**config.mk**
```make
export PLATFORM = sky130hd
export DESIGN_NAME = ans_decode_controller_flat
export DESIGN_NICKNAME = d
export VERILOG_FILES = /design/src/rtl/ans_decode_controller_pkg.sv /design/src/rtl/ans_decode_controller_if.sv /design/src/rtl/ans_decode_controller.sv /design/src/flat_wrapper.sv
export SDC_FILE = /design/constraint.sdc
export NUM_CORES = 1
export LEC_CHECK = 0
export CAP_MARGIN = 10
export CORE_MARGIN = 5
export CORE_UTILIZATION = 29
export DETAILED_ROUTE_END_ITERATION = 7
export SETUP_SLACK_MARGIN = 0.15
export SYNTH_ARGS = -nofsm -noshare
export SYNTH_HDL_FRONTEND = slang
export SYNTH_SLANG_ARGS = --single-unit
export TNS_END_PERCENT = 100
```
**constraint.sdc**
```tcl
create_clock -name clk -period 5.8 [get_ports clk]
set_input_delay 0.58 -clock clk [delete_from_list [all_inputs] [get_ports clk]]
set_output_delay 0.58 -clock clk [all_outputs]
set_load 0.01 [all_outputs]
```
**src/rtl/ans_decode_controller_pkg.sv**
```systemverilog
// Shared types and constants for the ANS decode controller: FSM encoding,
// default widths, table geometry and the renormalization lower bound.
package ans_pkg;

    localparam int ANS_STATE_WIDTH  = 32;
    localparam int ANS_SYMBOL_WIDTH = 4;
    localparam int ANS_COUNT_WIDTH  = 16;
    localparam int ANS_TABLE_SIZE   = 256;
    localparam int ANS_ADDR_WIDTH   = $clog2(ANS_TABLE_SIZE);
    localparam int ANS_RENORM_MAX   = ANS_STATE_WIDTH / 8;

    // Lower bound L: a state is normalized exactly when its MSB is set.
    localparam logic [ANS_STATE_WIDTH-1:0] ANS_L = ANS_STATE_WIDTH'(1) << (ANS_STATE_WIDTH - 1);

    typedef enum logic [2:0] {
        S_IDLE   = 3'd0,
        S_LOAD   = 3'd1,
        S_DEC    = 3'd2,
        S_OUT    = 3'd3,
        S_RENORM = 3'd4,
        S_DONE   = 3'd5
    } ans_ctrl_state_t;

endpackage

```
**src/rtl/ans_decode_controller_if.sv**
```systemverilog
// Streams and decoder ports around the ANS decode controller.
// Handshakes: a beat transfers on a rising edge where valid and ready are both 1.
interface ans_decode_controller_if #(
    parameter int STATE_WIDTH  = ans_pkg::ANS_STATE_WIDTH,
    parameter int SYMBOL_WIDTH = ans_pkg::ANS_SYMBOL_WIDTH,
    parameter int ADDR_WIDTH   = ans_pkg::ANS_ADDR_WIDTH
);
    logic                    cfg_valid;
    logic                    cfg_ready;
    logic [SYMBOL_WIDTH-1:0] cfg_symbol;
    logic [STATE_WIDTH-1:0]  cfg_state;

    logic                    tbl_write;
    logic [ADDR_WIDTH-1:0]   tbl_addr;
    logic [SYMBOL_WIDTH-1:0] tbl_symbol;
    logic [STATE_WIDTH-1:0]  tbl_state;

    logic [STATE_WIDTH-1:0]  dec_current_state;
    logic [SYMBOL_WIDTH-1:0] dec_symbol;
    logic [STATE_WIDTH-1:0]  dec_next_state;
    logic                    dec_symbol_valid;

    logic                    bs_valid;
    logic                    bs_ready;
    logic [7:0]              bs_data;

    logic                    sym_valid;
    logic                    sym_ready;
    logic [SYMBOL_WIDTH-1:0] sym_data;
    logic                    sym_last;

    modport master (
        input  cfg_valid, cfg_symbol, cfg_state,
        output cfg_ready,
        output tbl_write, tbl_addr, tbl_symbol, tbl_state,
        output dec_current_state,
        input  dec_symbol, dec_next_state, dec_symbol_valid,
        input  bs_valid, bs_data,
        output bs_ready,
        output sym_valid, sym_data, sym_last,
        input  sym_ready
    );

    modport slave (
        output cfg_valid, cfg_symbol, cfg_state,
        input  cfg_ready,
        input  tbl_write, tbl_addr, tbl_symbol, tbl_state,
        input  dec_current_state,
        output dec_symbol, dec_next_state, dec_symbol_valid,
        output bs_valid, bs_data,
        input  bs_ready,
        input  sym_valid, sym_data, sym_last,
        output sym_ready
    );

endinterface

```
**src/rtl/ans_decode_controller.sv**
```systemverilog
// ANS decode sequencer: loads the decoder tables from the cfg stream, then walks
// the state register through decode, symbol output and byte renormalization.
module ans_decode_controller
    import ans_pkg::*;
#(
    parameter int STATE_WIDTH  = ANS_STATE_WIDTH,
    parameter int SYMBOL_WIDTH = ANS_SYMBOL_WIDTH,
    parameter int TABLE_SIZE   = ANS_TABLE_SIZE,
    parameter int COUNT_WIDTH  = ANS_COUNT_WIDTH,
    parameter int RENORM_MAX   = STATE_WIDTH / 8
) (
    input  logic                   clk,
    input  logic                   rst,
    input  logic                   load_start,
    input  logic                   dec_start,
    input  logic [STATE_WIDTH-1:0] dec_init_state,
    input  logic [COUNT_WIDTH-1:0] dec_count,
    input  logic                   abort,
    ans_decode_controller_if.master bus,
    output logic                   busy,
    output logic                   table_loaded,
    output logic                   load_done,
    output logic                   done,
    output logic                   err,
    output ans_ctrl_state_t        dbg_state
);

    localparam int AW = $clog2(TABLE_SIZE);
    localparam int BW = $clog2(RENORM_MAX + 1);

    ans_ctrl_state_t         state;
    logic [AW-1:0]           tbl_cnt;
    logic [BW-1:0]           byte_cnt;
    logic [COUNT_WIDTH-1:0]  remaining;
    logic [STATE_WIDTH-1:0]  state_reg;
    logic [STATE_WIDTH-1:0]  ns_cap;
    logic                    cfg_ready_q, tbl_write_q, bs_ready_q, sym_valid_q, sym_last_q;
    logic [AW-1:0]           tbl_addr_q;
    logic [SYMBOL_WIDTH-1:0] tbl_symbol_q, sym_data_q;
    logic [STATE_WIDTH-1:0]  tbl_state_q;
    logic [STATE_WIDTH-1:0]  shifted;

    assign shifted               = {state_reg[STATE_WIDTH-9:0], bus.bs_data};
    assign bus.cfg_ready         = cfg_ready_q;
    assign bus.tbl_write         = tbl_write_q;
    assign bus.tbl_addr          = tbl_addr_q;
    assign bus.tbl_symbol        = tbl_symbol_q;
    assign bus.tbl_state         = tbl_state_q;
    assign bus.dec_current_state = state_reg;
    assign bus.bs_ready          = bs_ready_q;
    assign bus.sym_valid         = sym_valid_q;
    assign bus.sym_data          = sym_data_q;
    assign bus.sym_last          = sym_last_q;
    assign busy                  = (state != S_IDLE);
    assign dbg_state             = state;

    always_ff @(posedge clk or posedge rst) begin
        if (rst) begin
            state        <= S_IDLE;
            tbl_cnt      <= '0;
            byte_cnt     <= '0;
            remaining    <= '0;
            state_reg    <= '0;
            ns_cap       <= '0;
            cfg_ready_q  <= 1'b0;
            tbl_write_q  <= 1'b0;
            tbl_addr_q   <= '0;
            tbl_symbol_q <= '0;
            tbl_state_q  <= '0;
            bs_ready_q   <= 1'b0;
            sym_valid_q  <= 1'b0;
            sym_data_q   <= '0;
            sym_last_q   <= 1'b0;
            table_loaded <= 1'b0;
            load_done    <= 1'b0;
            done         <= 1'b0;
            err          <= 1'b0;
        end else begin
            tbl_write_q <= 1'b0;
            load_done   <= 1'b0;
            done        <= 1'b0;
            if (abort) begin
                state       <= S_IDLE;
                cfg_ready_q <= 1'b0;
                bs_ready_q  <= 1'b0;
                sym_valid_q <= 1'b0;
                if (state == S_LOAD) table_loaded <= 1'b0;
            end else begin
                case (state)
                    S_IDLE: begin
                        // load_start has priority; a simultaneous dec_start is dropped
                        if (load_start) begin
                            state        <= S_LOAD;
                            tbl_cnt      <= '0;
                            table_loaded <= 1'b0;
                            cfg_ready_q  <= 1'b1;
                            err          <= 1'b0;
                        end else if (dec_start) begin
                            if (!table_loaded) begin
                                err <= 1'b1;
                            end else begin
                                err       <= 1'b0;
                                state_reg <= dec_init_state;
                                remaining <= dec_count;
                                if (dec_count == '0) begin
                                    state <= S_DONE;
                                    done  <= 1'b1;
                                end else begin
                                    state <= S_DEC;
                                end
                            end
                        end
                    end
                    S_LOAD: begin
                        if (bus.cfg_valid && cfg_ready_q) begin
                            tbl_write_q  <= 1'b1;
                            tbl_addr_q   <= tbl_cnt;
                            tbl_symbol_q <= bus.cfg_symbol;
                            tbl_state_q  <= bus.cfg_state;
                            tbl_cnt      <= tbl_cnt + 1'b1;
                            if (tbl_cnt == AW'(TABLE_SIZE - 1)) begin
                                state        <= S_IDLE;
                                cfg_ready_q  <= 1'b0;
                                table_loaded <= 1'b1;
                                load_done    <= 1'b1;
                            end
                        end
                    end
                    S_DEC: begin
                        ns_cap <= bus.dec_next_state;
                        if (!bus.dec_symbol_valid) begin
                            err   <= 1'b1;
                            state <= S_DONE;
                            done  <= 1'b1;
                        end else begin
                            sym_data_q  <= bus.dec_symbol;
                            sym_last_q  <= (remaining == COUNT_WIDTH'(1));
                            sym_valid_q <= 1'b1;
                            state       <= S_OUT;
                        end
                    end
                    S_OUT: begin
                        if (bus.sym_ready) begin
                            sym_valid_q <= 1'b0;
                            remaining   <= remaining - 1'b1;
                            if (sym_last_q) begin
                                state <= S_DONE;
                                done  <= 1'b1;
                            end else begin
                                state_reg <= ns_cap;
                                // MSB clear means the next state is below L
                                if (!ns_cap[STATE_WIDTH-1]) begin
                                    state      <= S_RENORM;
                                    bs_ready_q <= 1'b1;
                                    byte_cnt   <= '0;
                                end else begin
                                    state <= S_DEC;
                                end
                            end
                        end
                    end
                    S_RENORM: begin
                        if (bus.bs_valid && bs_ready_q) begin
                            state_reg <= shifted;
                            byte_cnt  <= byte_cnt + 1'b1;
                            if (shifted[STATE_WIDTH-1]) begin
                                state      <= S_DEC;
                                bs_ready_q <= 1'b0;
                            end else if (byte_cnt == BW'(RENORM_MAX - 1)) begin
                                err        <= 1'b1;
                                state      <= S_DONE;
                                done       <= 1'b1;
                                bs_ready_q <= 1'b0;
                            end
                        end
                    end
                    S_DONE:  state <= S_IDLE;
                    default: state <= S_IDLE;
                endcase
            end
        end
    end

endmodule

```
**src/flat_wrapper.sv**
```systemverilog
// flat-port wrapper written by rule: the top's interface ports become plain ports
module ans_decode_controller_flat import ans_pkg::*;
#(
    parameter int STATE_WIDTH  = ANS_STATE_WIDTH,
    parameter int SYMBOL_WIDTH = ANS_SYMBOL_WIDTH,
    parameter int TABLE_SIZE   = ANS_TABLE_SIZE,
    parameter int COUNT_WIDTH  = ANS_COUNT_WIDTH,
    parameter int RENORM_MAX   = STATE_WIDTH / 8
)
  (clk, rst, load_start, dec_start, dec_init_state, dec_count, abort, busy, table_loaded, load_done, done, err, dbg_state, bus_cfg_valid, bus_cfg_symbol, bus_cfg_state, bus_cfg_ready, bus_tbl_write, bus_tbl_addr, bus_tbl_symbol, bus_tbl_state, bus_dec_current_state, bus_dec_symbol, bus_dec_next_state, bus_dec_symbol_valid, bus_bs_valid, bus_bs_data, bus_bs_ready, bus_sym_valid, bus_sym_data, bus_sym_last, bus_sym_ready);
  ans_decode_controller_if #(.STATE_WIDTH(STATE_WIDTH), .SYMBOL_WIDTH(SYMBOL_WIDTH)) bus_i ();
  input  logic clk;
  input  logic rst;
  input  logic load_start;
  input  logic dec_start;
  input  logic [STATE_WIDTH-1:0] dec_init_state;
  input  logic [COUNT_WIDTH-1:0] dec_count;
  input  logic abort;
  output logic busy;
  output logic table_loaded;
  output logic load_done;
  output logic done;
  output logic err;
  output ans_ctrl_state_t dbg_state;
  input wire logic [$bits(bus_i.cfg_valid)-1:0] bus_cfg_valid;
  input wire logic [$bits(bus_i.cfg_symbol)-1:0] bus_cfg_symbol;
  input wire logic [$bits(bus_i.cfg_state)-1:0] bus_cfg_state;
  output wire logic [$bits(bus_i.cfg_ready)-1:0] bus_cfg_ready;
  output wire logic [$bits(bus_i.tbl_write)-1:0] bus_tbl_write;
  output wire logic [$bits(bus_i.tbl_addr)-1:0] bus_tbl_addr;
  output wire logic [$bits(bus_i.tbl_symbol)-1:0] bus_tbl_symbol;
  output wire logic [$bits(bus_i.tbl_state)-1:0] bus_tbl_state;
  output wire logic [$bits(bus_i.dec_current_state)-1:0] bus_dec_current_state;
  input wire logic [$bits(bus_i.dec_symbol)-1:0] bus_dec_symbol;
  input wire logic [$bits(bus_i.dec_next_state)-1:0] bus_dec_next_state;
  input wire logic [$bits(bus_i.dec_symbol_valid)-1:0] bus_dec_symbol_valid;
  input wire logic [$bits(bus_i.bs_valid)-1:0] bus_bs_valid;
  input wire logic [$bits(bus_i.bs_data)-1:0] bus_bs_data;
  output wire logic [$bits(bus_i.bs_ready)-1:0] bus_bs_ready;
  output wire logic [$bits(bus_i.sym_valid)-1:0] bus_sym_valid;
  output wire logic [$bits(bus_i.sym_data)-1:0] bus_sym_data;
  output wire logic [$bits(bus_i.sym_last)-1:0] bus_sym_last;
  input wire logic [$bits(bus_i.sym_ready)-1:0] bus_sym_ready;
  assign bus_i.cfg_valid = bus_cfg_valid;
  assign bus_i.cfg_symbol = bus_cfg_symbol;
  assign bus_i.cfg_state = bus_cfg_state;
  assign bus_cfg_ready = bus_i.cfg_ready;
  assign bus_tbl_write = bus_i.tbl_write;
  assign bus_tbl_addr = bus_i.tbl_addr;
  assign bus_tbl_symbol = bus_i.tbl_symbol;
  assign bus_tbl_state = bus_i.tbl_state;
  assign bus_dec_current_state = bus_i.dec_current_state;
  assign bus_i.dec_symbol = bus_dec_symbol;
  assign bus_i.dec_next_state = bus_dec_next_state;
  assign bus_i.dec_symbol_valid = bus_dec_symbol_valid;
  assign bus_i.bs_valid = bus_bs_valid;
  assign bus_i.bs_data = bus_bs_data;
  assign bus_bs_ready = bus_i.bs_ready;
  assign bus_sym_valid = bus_i.sym_valid;
  assign bus_sym_data = bus_i.sym_data;
  assign bus_sym_last = bus_i.sym_last;
  assign bus_i.sym_ready = bus_sym_ready;
  ans_decode_controller #(.STATE_WIDTH(STATE_WIDTH), .SYMBOL_WIDTH(SYMBOL_WIDTH), .TABLE_SIZE(TABLE_SIZE), .COUNT_WIDTH(COUNT_WIDTH), .RENORM_MAX(RENORM_MAX)) u_core (.clk(clk), .rst(rst), .load_start(load_start), .dec_start(dec_start), .dec_init_state(dec_init_state), .dec_count(dec_count), .abort(abort), .bus(bus_i), .busy(busy), .table_loaded(table_loaded), .load_done(load_done), .done(done), .err(err), .dbg_state(dbg_state));
endmodule
```
== Word-level counts from Yosys, hierarchy flattened ==
Cells that the tools add are included.
Operators by class
  muxes and demuxes: 85
  reductions and logical operators: 26
  bitwise operators: 1
  eq/ne operators: 32
  $add $sub $neg: 3
Operators with widths (number)
  two-way mux 32 bit: 6
  one-hot mux 32 bit (3 select lines): 1
  two-way mux 16 bit: 4
  two-way mux 3 bit: 18
  two-way mux 1 bit: 44
  one-hot mux 16 bit (2 select lines): 1
  != test 3 bit, second input constant: 8
  != test 2 bit, second input constant: 9
  AND reduction 6 bit: 3
  nonzero test 3 bit: 6
  == test 16 x 1 -> 1 bit, second input constant: 1
  zero test 16 bit: 1
  two-way mux 8 bit: 2
  one-hot mux 8 bit (2 select lines): 1
  subtractor 16 x 1 -> 16 bit, second input constant: 1
  one-hot mux 3 bit (5 select lines): 1
  AND reduction 7 bit: 2
  == test 3 x 2 -> 1 bit, second input constant: 3
  AND reduction 3 bit: 3
  adder 8 x 1 -> 8 bit, second input constant: 1
  == test 8 bit, second input constant: 1
  != test 2 x 1 -> 1 bit, second input constant: 4
  one-hot mux 1 bit (2 select lines): 4
  AND reduction 4 bit: 2
  17 further kinds: 20
Storage, ports and cells
  output and inout bits: 93
  word-level logic and storage cells: 166
  bits of input ports: 137
  bits in registers: 151

== Depth between registers and ports, before layout ==
Gate-level depths: netlist of run 1.
  depth after elaboration: 7
  gate-level depth with buffers: 9
  mapped depth without buffers: 7

== Worst setup path after synthesis of run 1 ==
Ideal clock, no wire load.
  path type: input-to-reg
  start: input load_start
  end: register u_core.remaining[8]
  data required time: 5.679 ns
  path buffers: 2
  data arrival time: 1.903 ns
  setup time: 0.121 ns
  stages: 7
  path slack: 3.776 ns
  cell sequence: buf_2 -> or3b_2 -> a21oi_1 -> a211o_1 -> buf_2 -> a21oi_1 -> o22a_1
On the way
  cells in the longest elaborated chain, start to end: 2
RTL lines
  start: declaration: line flat_wrapper.sv:14  | input logic load_start;
  != test 2 bit (no source line)
  AND reduction 6 bit (no source line)
  end signal: assignment: line ans_decode_controller.sv:104  | remaining <= dec_count;
  end signal: assignment: line ans_decode_controller.sv:145  | remaining <= remaining - 1'b1;
  end: declaration: line ans_decode_controller.sv:34  | logic [COUNT_WIDTH-1:0] remaining;
No other way between the ends.
A chain may end at the register's enable or synchronous reset.

== Worst setup path in the final report of run 1 ==
  start: register u_core.state[0] (netlist: u_core.dbg_state[0])
  end: register u_core.state_reg[16] (netlist: u_core.bus.dec_current_state[16])
On the way
  cells in the longest elaborated chain, start to end: 3
  elaborated cells on any way between the ends: 12
  classes of those cells: eq/ne: 8; mux: 1; reduce/logical: 3
RTL lines
  start: declaration: line ans_decode_controller.sv:31  | ans_ctrl_state_t state;
  start signal: assignment: line ans_decode_controller.sv:59  | state <= S_IDLE;
  start signal: assignment: line ans_decode_controller.sv:83  | state <= S_IDLE;
  start signal: assignment: line ans_decode_controller.sv:93  | state <= S_LOAD;
  == test 3 x 2 -> 1 bit, or another cell as far along: line ans_decode_controller.sv:89  | case (state)
  != test 2 bit (no source line), or another cell as far along
  AND reduction 8 bit (no source line)
  end signal: assignment: line ans_decode_controller.sv:103  | state_reg <= dec_init_state;
  end signal: assignment: line ans_decode_controller.sv:150  | state_reg <= ns_cap;
  end signal: assignment: line ans_decode_controller.sv:164  | state_reg <= shifted;
  end: declaration: line ans_decode_controller.sv:35  | logic [STATE_WIDTH-1:0] state_reg;
Parallel ways exist; a longest one is shown, timed or not.

==> results of run 1 <==
[sequential cells by signal, indices dropped and copies added (netlist names), 3 cells and up]
| name | count |
|---|---|
| u_core.bus.tbl_addr | 8 |
| u_core.dbg_state | 3 |
| u_core.ns_cap | 32 |
| u_core.bus.tbl_state | 32 |
| u_core.byte_cnt | 3 |
| u_core.remaining | 16 |
| u_core.bus.dec_current_state | 32 |
| u_core.tbl_cnt | 8 |
| u_core.bus.tbl_symbol | 4 |
| u_core.bus.sym_data | 4 |
[how the worst min path moves through the flow]
stage,start,end,slack (ns),cells after the start
5_1_grt,u_core.bus.tbl_state[18],u_core.bus.tbl_state[18],0.50,1
6_report,u_core.bus.dec_current_state[28],u_core.bus.dec_current_state[28],0.48,2
4_1_cts,u_core.bus.dec_current_state[28],u_core.bus.dec_current_state[28],0.48,2
2_1_floorplan,u_core.byte_cnt[2],u_core.byte_cnt[2],0.48,1
3_3_place_gp,u_core.bus.dec_current_state[26],u_core.bus.dec_current_state[26],0.46,2
3_5_place_dp,u_core.bus.dec_current_state[28],u_core.bus.dec_current_state[28],0.47,2
[cells in the final DEF, fill, tap and decap left out, types with 10 or more instances in the layout]
cell type                         instances
sky130_fd_sc_hd__clkdlybuf4s50_1        229
sky130_fd_sc_hd__dfrtp_1                151
sky130_fd_sc_hd__mux2_2                  83
sky130_fd_sc_hd__nand2_1                 53
sky130_fd_sc_hd__a21oi_1                 51
sky130_fd_sc_hd__o21ai_0                 51
sky130_fd_sc_hd__a22o_1                  35
sky130_fd_sc_hd__nor2_1                  34
sky130_fd_sc_hd__clkbuf_16               17
sky130_fd_sc_hd__nand3_1                 16
sky130_fd_sc_hd__nor3_1                  11
sky130_fd_sc_hd__inv_1                   10
[where the power goes]
| part | total [uW] | switching [uW] | internal, uW |
|---|---|---|---|
| logic | 1740 | 762 | 976 |
| clock network | 1160 | 469 | 695 |
| registers | 1830 | 342 | 1490 |
| total | 4730 | 1570 | 3160 |
[through the flow]
step / setup slack [ns] / hold slack (ns)
final: 2.77 / 0.477
after global routing: 2.38 / 0.502
after CTS: 2.77 / 0.484
after detailed placement: 2.71 / 0.469
after global placement: 2.81 / 0.463
after floorplan: 1.16 / 0.481
[cell type report]
| cell class | instances | area, sq um |
|---|---|---|
| Inverter | 11 | 46.3 |
| Tap cell | 324 | 405 |
| Timing Repair Buffer | 236 | 2340 |
| Sequential cell | 151 | 3780 |
| Clock inverter | 13 | 168 |
| Multi-Input combinational cell | 431 | 3040 |
| Clock buffer | 19 | 443 |
| Fill cell | 2395 | 13900 |
[kinds of logic (layout without fill, tap and decap cells)]
group,count (synthesis),after routing,share of synthesized area (%)
xor+xnor,4,4,0.497
compound gates,185,185,17.3
mux,86,86,13.7
buf+inv,52,279,3.69
flops,151,151,53.5
simple gates,151,151,10.4
fa+ha+maj,5,5,0.887
[synth_stat cells (4+ instances only)]
master / n
sky130_fd_sc_hd__a21oi_1: 51
sky130_fd_sc_hd__a22o_1: 35
sky130_fd_sc_hd__a22oi_1: 7
sky130_fd_sc_hd__a31oi_1: 4
sky130_fd_sc_hd__buf_2: 17
sky130_fd_sc_hd__buf_6: 4
sky130_fd_sc_hd__clkbuf_1: 14
sky130_fd_sc_hd__dfrtp_1: 151
sky130_fd_sc_hd__ha_1: 5
sky130_fd_sc_hd__inv_1: 11
sky130_fd_sc_hd__mux2_2: 83
sky130_fd_sc_hd__nand2_1: 53
sky130_fd_sc_hd__nand2b_1: 6
sky130_fd_sc_hd__nand3_1: 16
sky130_fd_sc_hd__nand3b_1: 4
sky130_fd_sc_hd__nor2_1: 36
sky130_fd_sc_hd__nor3_1: 12
sky130_fd_sc_hd__nor4_1: 4
sky130_fd_sc_hd__o21ai_0: 51
sky130_fd_sc_hd__o22ai_1: 6
[layer usage]
| layer | vias to the layer above | share of wire (%) |
|---|---|---|
| li1 | 2745 | - |
| met4 | 0 | 1.0 |
| met3 | 13 | 8.4 |
| met2 | 194 | 45 |
| met5 | - | 0 |
| met1 | 2777 | 45 |
[worst max-delay path, delay by kind of cell, from the launching register on]
family          cells  cell delay [ns]
flops               1             0.83
simple gates        2             1.02
compound gates      2             0.96
==> impl_metrics.py, run 1 <==
metrics = {
    "outcome": {
        "run_status": "complete, no violations",
    },
    "power_and_ir_drop": {
        "leakagePower_uw": 0.00424,
        "irDropWorstVdd_uv": 181,
        "total_power_uw": 4730,
        "power-per-cell-area_nw_per_um2": 463,
    },
    "critical_path": {
        "ff2ff_path_depth": 4,
        "critical_path_required_ns": 6.06,
        "ff2ff_setup_slack_ns": 2.77,
        "cpMaxStageDelayCell": "sky130_fd_sc_hd__dfrtp_1",
        "critPathMaxFanout": 64,
        "crit_type": "register to register",
        "crit_end": "u_core.bus.dec_current_state[16]",
        "worst_r2r_endpoint": "u_core.bus.dec_current_state[16]",
        "worst-endpoint-arrival_ns": 3.29,
        "critical_path.reg2reg.startpoint": "u_core.dbg_state[0]",
        "setup.worst_path.end_class": "register",
        "worstPathCellList": "nand3b_1, nor2_1, a2111o_2, o21ai_0",
        "cp-startpoint": "u_core.dbg_state[0]",
        "critPathMaxStageDelay_ns": 0.83,
        "setup.worst_path.start_class": "register",
    },
    "clocking": {
        "number_of_clock_sinks": 151,
        "clk_transition_reported_paths_ns": 0.06,
        "cts_hold_buffers": 0,
        "post_cts_resized": 0,
        "clk_latency_ns": 0.42,
        "ctsLongestPathBuffers": 2,
        "h-tree-depth": 4,
        "tritoncts": "built",
        "cts.root.buffer_cell": "sky130_fd_sc_hd__clkbuf_16",
        "tritoncts.num_buffers": 17,
        "cts.repair_timing.setup_buffer_count": 0,
    },
    "floorplan": {
        "initial_core_util_pct": 29.3,
        "die-area_sq_um": 27600,
        "floorplan.core_area_sq_um": 24100,
        "chipWidth_um": 166,
        "chipHeight_um": 166,
        "io_pins": 230,
        "fp-row-count": 57,
    },
    "final_layout": {
        "final_nets": 990,
        "area_delta_synth_final_pct": 44.9,
        "final_core_util_pct": 42.4,
        "final_cell_count_no_fill": 1185,
        "final_layout_size_suffix_gt1_share_pct": 16.0,
        "finalInstanceArea_sq_um": 10200,
        "num_antenna_cells": 0,
    },
    "global_route": {
        "met3_usage_pct": 5.71,
        "grt_remaining_overflow": 0,
        "groute.usage.overall_pct": 14.7,
        "use_met1_pct": 19.6,
        "global_route_wire_length_before_repair_mm": 32.8,
        "grt_busiest_layer": "met2",
        "antenna_found_initial": 0,
        "grtUsageMet2_pct": 22.7,
        "number_of_global_route_vias_before_repair": 5783,
        "grt_start_max_net_pins": 98,
    },
    "routing": {
        "viasPerCell": 4.83,
        "num_vias": 5729,
        "postRouteWirelength_mm": 20.6,
        "firstDrtPassIters": 5,
        "final_antenna_net_count": 0,
        "dr_iter_0_viols": 323,
        "drcViolationCount": 0,
        "routedWlPerCell_um": 17.4,
    },
    "timing": {
        "timing.setup.tns_ns": 0,
        "slew_viol_final": 0,
        "finalCriticalPeriod_ns": 3.03,
        "maxClockFrequency_mhz": 330,
        "final_clock_skew_ns": 0.0115,
        "unrepaired_setup_endpoints_after_global_routing": "false",
        "slew_headroom_pct": 36.2,
        "hold_violations": 0,
        "setup_viol_count_final": 0,
        "worstMarginPinSlew_ns": 0.957,
        "final_clock_period_utilization_by_the_worst_path_pct": 52.2,
    },
    "synth": {
        "yosys_register_bits": 151,
        "synth_top_cells_by_area": "sky130_fd_sc_hd__dfrtp_1, sky130_fd_sc_hd__mux2_2, sky130_fd_sc_hd__a22o_1",
        "yosysSeqAreaShare_pct": 53.5,
        "synth.distinct_cells": 60,
        "synth_largest_type_area_fraction_pct": 53.5,
        "number_of_enable_flip_flop_cells_after_synthesis": 0,
        "syn_nets": 776,
        "async_flop_share_pct": 100,
        "synth_warnings": 0,
        "netlist_area_sq_um": 7060,
        "synth_ff_type": "sky130_fd_sc_hd__dfrtp_1",
        "netlist_instances": 634,
        "post-synth-top-area-cell": "sky130_fd_sc_hd__dfrtp_1",
        "synth_area_per_cell_sq_um": 11.1,
    },
    "run": {
        "max_cap_viol_count": 0,
    },
    "placed_design": {
        "post-place-cells": 1153,
        "hpwl_mm": 14.7,
        "placed_cell_area_sq_um": 9620,
        "port_buffers": 229,
        "routability_driven_placement_congestion_ratio": 0.822,
    },
    "hold_path": {
        "worst_hold_path_type": "register to register",
    },
}
Note: power is estimated with default switching activity, not from simulation.
==> run 2, diff against run 1 <==
==> constraint.sdc (replaced) <==
create_clock -name clk -period 2.9 [get_ports clk]
set_input_delay 0.29 -clock clk [delete_from_list [all_inputs] [get_ports clk]]
set_output_delay 0.29 -clock clk [all_outputs]
set_load 0.01 [all_outputs]
==> run 2 against run 1 <==
- worst hold slack got worse by 0.079 ns
- critical path depth stayed put
- die area unchanged
- wire length grew 1.6%
- via count grew 1.5%
- combinational power increased by 110%
- clock skew down 0.0021 ns
- core utilization is 0.30 points higher
- cell count increased by 0.84%
- final area up 0.71%
- global-route usage is 0.37 points higher
- power rose by 98%
- critical endpoint is now busy
==> impl_metrics.py, run 2 (synthesis gave the netlist of run 1 again) <==
metrics = {
    "timing": {
        "unrepaired_setup_endpoints_after_global_routing": "false",
        "final_clock_skew_ns": 0.00942,
        "maxClockFrequency_mhz": 408,
        "worstMarginPinSlew_ns": 1.08,
        "setup_viol_count_final": 0,
        "finalCriticalPeriod_ns": 2.45,
        "slew_headroom_pct": 27.6,
        "setup_ws_ns": 0.452,
        "timing.setup.tns_ns": 0,
        "final_clock_period_utilization_by_the_worst_path_pct": 84.4,
        "slew_viol_final": 0,
        "hold_violations": 0,
    },
    "final_layout": {
        "area_delta_synth_final_pct": 46.0,
        "num_antenna_cells": 0,
        "final_cell_count_no_fill": 1195,
        "layout.cells.most_common": "sky130_fd_sc_hd__clkdlybuf4s50_1",
        "final_nets": 1001,
        "final_layout_size_suffix_gt1_share_pct": 17.1,
        "layout_common_cells": "sky130_fd_sc_hd__clkdlybuf4s50_1, sky130_fd_sc_hd__dfrtp_1, sky130_fd_sc_hd__mux2_2",
    },
    "placed_design": {
        "hpwl_mm": 14.9,
        "port_buffers": 229,
        "routability_driven_placement_congestion_ratio": 0.812,
        "preCtsSetupSlack_ns": 0.491,
        "post-place-cells": 1164,
    },
    "critical_path": {
        "ff2ff_setup_slack_ns": 0.50,
        "setup.worst_path.start_class": "register",
        "critical_path_required_ns": 2.61,
        "critPathMaxFanout": 11,
        "crit_type": "register to primary output",
        "setup.worst_path.end_class": "primary output",
        "worst-endpoint-arrival_ns": 2.16,
    },
    "clocking": {
        "cts.repair_timing.setup_buffer_count": 0,
        "number_of_clock_sinks": 151,
        "h-tree-depth": 4,
        "tritoncts.num_buffers": 17,
        "tritoncts": "built",
        "cts.root.buffer_cell": "sky130_fd_sc_hd__clkbuf_16",
        "cts_hold_buffers": 0,
        "post_cts_resized": 0,
        "clk_latency_ns": 0.41,
        "ctsLongestPathBuffers": 2,
        "clk_transition_reported_paths_ns": 0.07,
    },
    "outcome": {
        "run_status": "complete, no violations",
    },
    "routing": {
        "dr_iter_0_viols": 238,
        "final_antenna_net_count": 0,
        "routedWlPerCell_um": 17.5,
        "firstDrtPassIters": 4,
        "drcViolationCount": 0,
        "num_vias": 5813,
        "viasPerCell": 4.86,
        "postRouteWirelength_mm": 20.9,
    },
    "global_route": {
        "grt_start_max_net_pins": 100,
        "antenna_found_initial": 0,
        "number_of_global_route_vias_before_repair": 6062,
        "grtUsageMet2_pct": 24.2,
        "global_route_wire_length_before_repair_mm": 33.8,
        "grt_busiest_layer": "met2",
        "met3_usage_pct": 5.47,
        "use_met1_pct": 19.4,
        "groute.usage.overall_pct": 15.1,
        "grt_remaining_overflow": 0,
    },
    "floorplan": {
        "floorplan.core_area_sq_um": 24100,
        "fp-row-count": 57,
        "die-area_sq_um": 27600,
        "chipHeight_um": 166,
        "chipWidth_um": 166,
        "initial_core_util_pct": 29.3,
        "io_pins": 230,
    },
    "power_and_ir_drop": {
        "irDropWorstVdd_uv": 325,
        "seqPwrFrac_pct": 38.8,
        "power_frac_clock_pct": 23.0,
        "power.combinational.fraction_pct": 38.2,
        "power-per-cell-area_nw_per_um2": 911,
        "power.switching_fraction_pct": 33.6,
        "leakagePower_uw": 0.00428,
        "p_int_uw": 6220,
        "netSwitchingPower_uw": 3150,
    },
    "hold_path": {
        "worst_hold_path_type": "input port to asynchronous set/reset pin",
    },
    "run": {
        "max_cap_viol_count": 0,
    },
}
-- run 2: changes by cell type in the layout (fill, tap and decap cells not counted), sizes merged --
cell,delta
buf,+11
bufinv,-2
clkinv,+1
clkinvlp,+1
inv,-1
-- run 2: routing by layer --
metal  vias to the layer above  wire length (um)
li1                       2784                 -
met3                        17              1590
met2                       194              9610
met4                         0               288
met1                      2818              9410
met5                         -                 0
-- run 2: worst max-delay path, stage by stage (launching register included) --
cell and delay (ns):
sky130_fd_sc_hd__dfrtp_1 0.52, sky130_fd_sc_hd__buf_4 0.23, sky130_fd_sc_hd__nor3_2 0.28, sky130_fd_sc_hd__inv_1 0.20, sky130_fd_sc_hd__clkdlybuf4s50_1 0.52
-- run 2: final cells by class --
class,count,area [sq um]
Tap cell,324,405
Fill cell,2350,13800
Clock buffer,19,453
Timing Repair Buffer,247,2460
Multi-Input combinational cell,431,3040
Sequential cell,151,3780
Inverter,11,45.0
Clock inverter,12,116
-- run 2: worst paths after layout --
kind	startpoint	end	depth (start not counted)
max in group asynchronous	rst	u_core.bus.tbl_state[29]	3
hold reg to reg	u_core.bus.dec_current_state[24]	u_core.bus.dec_current_state[24]	2
setup reg to reg	u_core.dbg_state[0]	u_core.bus.dec_current_state[25]	6
min in group clk	u_core.bus.dec_current_state[24]	u_core.bus.dec_current_state[24]	2
setup / recovery	u_core.dbg_state[0]	busy	4
hold / removal	rst	u_core.bus.dec_current_state[27]	3
-- run 2: stage by stage --
step / hold slack, ns / power, uW / area, sq um / utilization (%)
2_1_floorplan: 0.425 / 5410 / 7060 / -
6_report: 0.398 / 9380 / 10300 / 42.7
3_3_place_gp: 0.461 / 7220 / 9730 / 40.4
3_5_place_dp: 0.469 / 7300 / 9730 / 40.4
5_1_grt: 0.453 / 10000 / 10300 / 42.7
4_1_cts: 0.416 / 9530 / 10300 / 42.7
-- run 2: power groups by stage --
stage | Combinational, uW | Sequential (uW) | Clock (uW)
floorplan | 1680 | 3740 | 0
global placement | 3580 | 3640 | 0
detailed placement | 3630 | 3680 | 0
CTS | 3640 | 3640 | 2250
global route | 3920 | 3770 | 2340
finish | 3580 | 3630 | 2160
==> run 3, diff against run 2 <==
==> constraint.sdc (replaced) <==
create_clock -name clk -period 2 [get_ports clk]
set_input_delay 0.2 -clock clk [delete_from_list [all_inputs] [get_ports clk]]
set_output_delay 0.2 -clock clk [all_outputs]
set_load 0.01 [all_outputs]
==> run 3 against run 2 <==
- worst setup slack got worse by 0.43 ns
- sequential share of layout area down 6.3 points
- critical path depth increased by 4
- final area increased by 21%
- first-iteration DRC count rose by 58%
- combinational power rose by 120%
- non-clock buffer count up 97
- worst hold slack lost 0.29 ns
- die area unchanged
- power grew 78%
- register-to-register slack worse by 0.48 ns
- critical path type is now register to register
- critical endpoint is now u_core.bus.dec_current_state[23]
- largest cell class is now multi-input combinational cells
- highest routed layer is now met5
==> impl_metrics.py, run 3 (synthesis gave the netlist of run 1 again) <==
metrics = {
    "global_route": {
        "groute.usage.overall_pct": 16.4,
        "grt_busiest_layer": "met2",
        "global_route_wire_length_before_repair_mm": 36.1,
        "number_of_global_route_vias_before_repair": 6204,
        "grt_remaining_overflow": 0,
        "grtUsageMet2_pct": 27.2,
        "met3_usage_pct": 5.28,
        "grt_start_max_net_pins": 46,
        "antenna_found_initial": 1,
        "use_met1_pct": 20.7,
    },
    "floorplan": {
        "io_pins": 230,
        "chipWidth_um": 166,
        "fp-row-count": 57,
        "die-area_sq_um": 27600,
        "chipHeight_um": 166,
        "initial_core_util_pct": 29.3,
        "floorplan.core_area_sq_um": 24100,
    },
    "critical_path": {
        "critPathMaxFanout": 8,
        "critical_path_required_ns": 2.31,
        "setup.worst_path.end_class": "register",
        "worst-endpoint-arrival_ns": 2.29,
        "ff2ff_path_depth": 8,
        "setup.worst_path.start_class": "register",
        "crit_type": "register to register",
    },
    "placed_design": {
        "routability_driven_placement_congestion_ratio": 0.809,
        "preCtsSetupSlack_ns": -0.0586,
        "hpwl_mm": 15.6,
        "placed_cell_area_sq_um": 10200,
        "port_buffers": 229,
    },
    "clocking": {
        "cts_hold_buffers": 0,
        "number_of_clock_sinks": 151,
        "clk_latency_ns": 0.43,
        "h-tree-depth": 4,
        "tritoncts": "built",
        "ctsLongestPathBuffers": 2,
        "tritoncts.num_buffers": 17,
        "clk_transition_reported_paths_ns": 0.07,
        "cts.root.buffer_cell": "sky130_fd_sc_hd__clkbuf_16",
    },
    "timing": {
        "slew_viol_final": 0,
        "hold_ws_ns": 0.110,
        "worstMarginPinSlew_ns": 0.467,
        "setup_viol_count_final": 0,
        "setup_ws_ns": 0.0201,
        "finalCriticalPeriod_ns": 1.98,
        "maxClockFrequency_mhz": 505,
        "timing.setup.tns_ns": 0,
        "final_clock_skew_ns": 0.00701,
        "slew_headroom_pct": 68.7,
        "final_clock_period_utilization_by_the_worst_path_pct": 99.0,
        "unrepaired_setup_endpoints_after_global_routing": "true",
        "hold_violations": 0,
    },
    "final_layout": {
        "layout.cells.most_common": "sky130_fd_sc_hd__clkdlybuf4s50_1",
        "finalInstanceArea_sq_um": 12500,
        "layout_common_cells": "sky130_fd_sc_hd__clkdlybuf4s50_1, sky130_fd_sc_hd__dfrtp_1, sky130_fd_sc_hd__mux2_4",
        "final_layout_size_suffix_gt1_share_pct": 35.7,
        "area_delta_synth_final_pct": 76.5,
        "num_antenna_cells": 0,
        "final_nets": 1098,
        "filler_cell_count": 2119,
    },
    "run": {
        "max_cap_viol_count": 0,
    },
    "hold_path": {
        "worst_hold_path_type": "input port to asynchronous set/reset pin",
    },
    "power_and_ir_drop": {
        "leakagePower_uw": 0.00527,
        "irDropWorstVdd_uv": 475,
        "power-per-cell-area_nw_per_um2": 1340,
    },
    "routing": {
        "final_antenna_net_count": 0,
        "postRouteWirelength_mm": 26.0,
        "drcViolationCount": 0,
        "dr_iter_0_viols": 377,
        "num_vias": 6460,
        "viasPerCell": 5.00,
        "firstDrtPassIters": 4,
        "routedWlPerCell_um": 20.1,
    },
    "outcome": {
        "run_status": "complete, no violations",
    },
}
-- run 3: cell count changes in the layout (fill, tap and decap cells not counted), sizes merged, moves of 2 or more --
cell           delta
clkbuf           +12
bufinv            +3
clkdlybuf4s50     -2
buf              +85
inv               -2
-- run 3: per-stage QoR --
stage / instances / util (%) / power [uW]
floorplan: 634 / - / 8060
global route: 1293 / 51.7 / 17600
CTS: 1252 / 46.2 / 15000
detailed placement: 1205 / 42.4 / 11100
finish: 1293 / 51.7 / 16700
global placement: 1205 / 42.4 / 11000
-- run 3: final timing paths --
kind	start	end	slack, ns
min reg2reg	u_core.bus.dec_current_state[24]	u_core.bus.dec_current_state[24]	0.50
max reg2reg	u_core.dbg_state[0]	u_core.bus.dec_current_state[23]	0.02
max in group asynchronous	rst	u_core.bus.dec_current_state[8]	1.24
min in group clk	bus_dec_symbol[2]	u_core.bus.sym_data[2]	0.38
max	u_core.dbg_state[0]	u_core.bus.dec_current_state[23]	0.02
min	rst	u_core.load_done	0.11
-- run 3: where the power goes --
| group | leakage (uW) | internal [uW] | total, uW | switching [uW] |
|---|---|---|---|---|
| registers | 0.00193 | 4330 | 5360 | 1030 |
| logic | 0.00303 | 4630 | 7800 | 3160 |
| clock network | 0.000311 | 2150 | 3540 | 1390 |
-- run 3: per-layer routing --
metal / vias up / wire length [um]
met2: 208 / 12600
met4: 2 / 626
met1: 3217 / 11200
met5: - / 13
met3: 43 / 1510
li1: 2990 / -
-- run 3: worst max-delay path, stage by stage, from the launching register on --
cell                       delay, ns
sky130_fd_sc_hd__dfrtp_2        0.40
sky130_fd_sc_hd__buf_6          0.14
sky130_fd_sc_hd__and3b_2        0.21
sky130_fd_sc_hd__nand2b_1       0.06
sky130_fd_sc_hd__a2111o_2       0.58
sky130_fd_sc_hd__buf_6          0.18
sky130_fd_sc_hd__buf_16         0.16
sky130_fd_sc_hd__nand2_2        0.06
sky130_fd_sc_hd__o21ai_1        0.06
-- run 3: cell type report --
cell class / instances / area [sq um] / share of cell area [%]
well taps: 324 / 405 / 3.25
flip-flops and latches: 151 / 3780 / 30.4
inverters: 11 / 47.5 / 0.382
repair buffers: 344 / 3740 / 30.0
clock buffers: 19 / 443 / 3.56
clock inverters: 13 / 195 / 1.57
multi-input cells: 431 / 3850 / 30.9
-- run 3: what timing repair did --
| action | in CTS | in global routing |
|---|---|---|
| setup buffers | 8 | 27 |
| pin swaps | 1 | 57 |
| setup endpoints to repair | 138 | 120 |
| cloned | 7 | 14 |
| gates resized for setup | 17 | 257 |
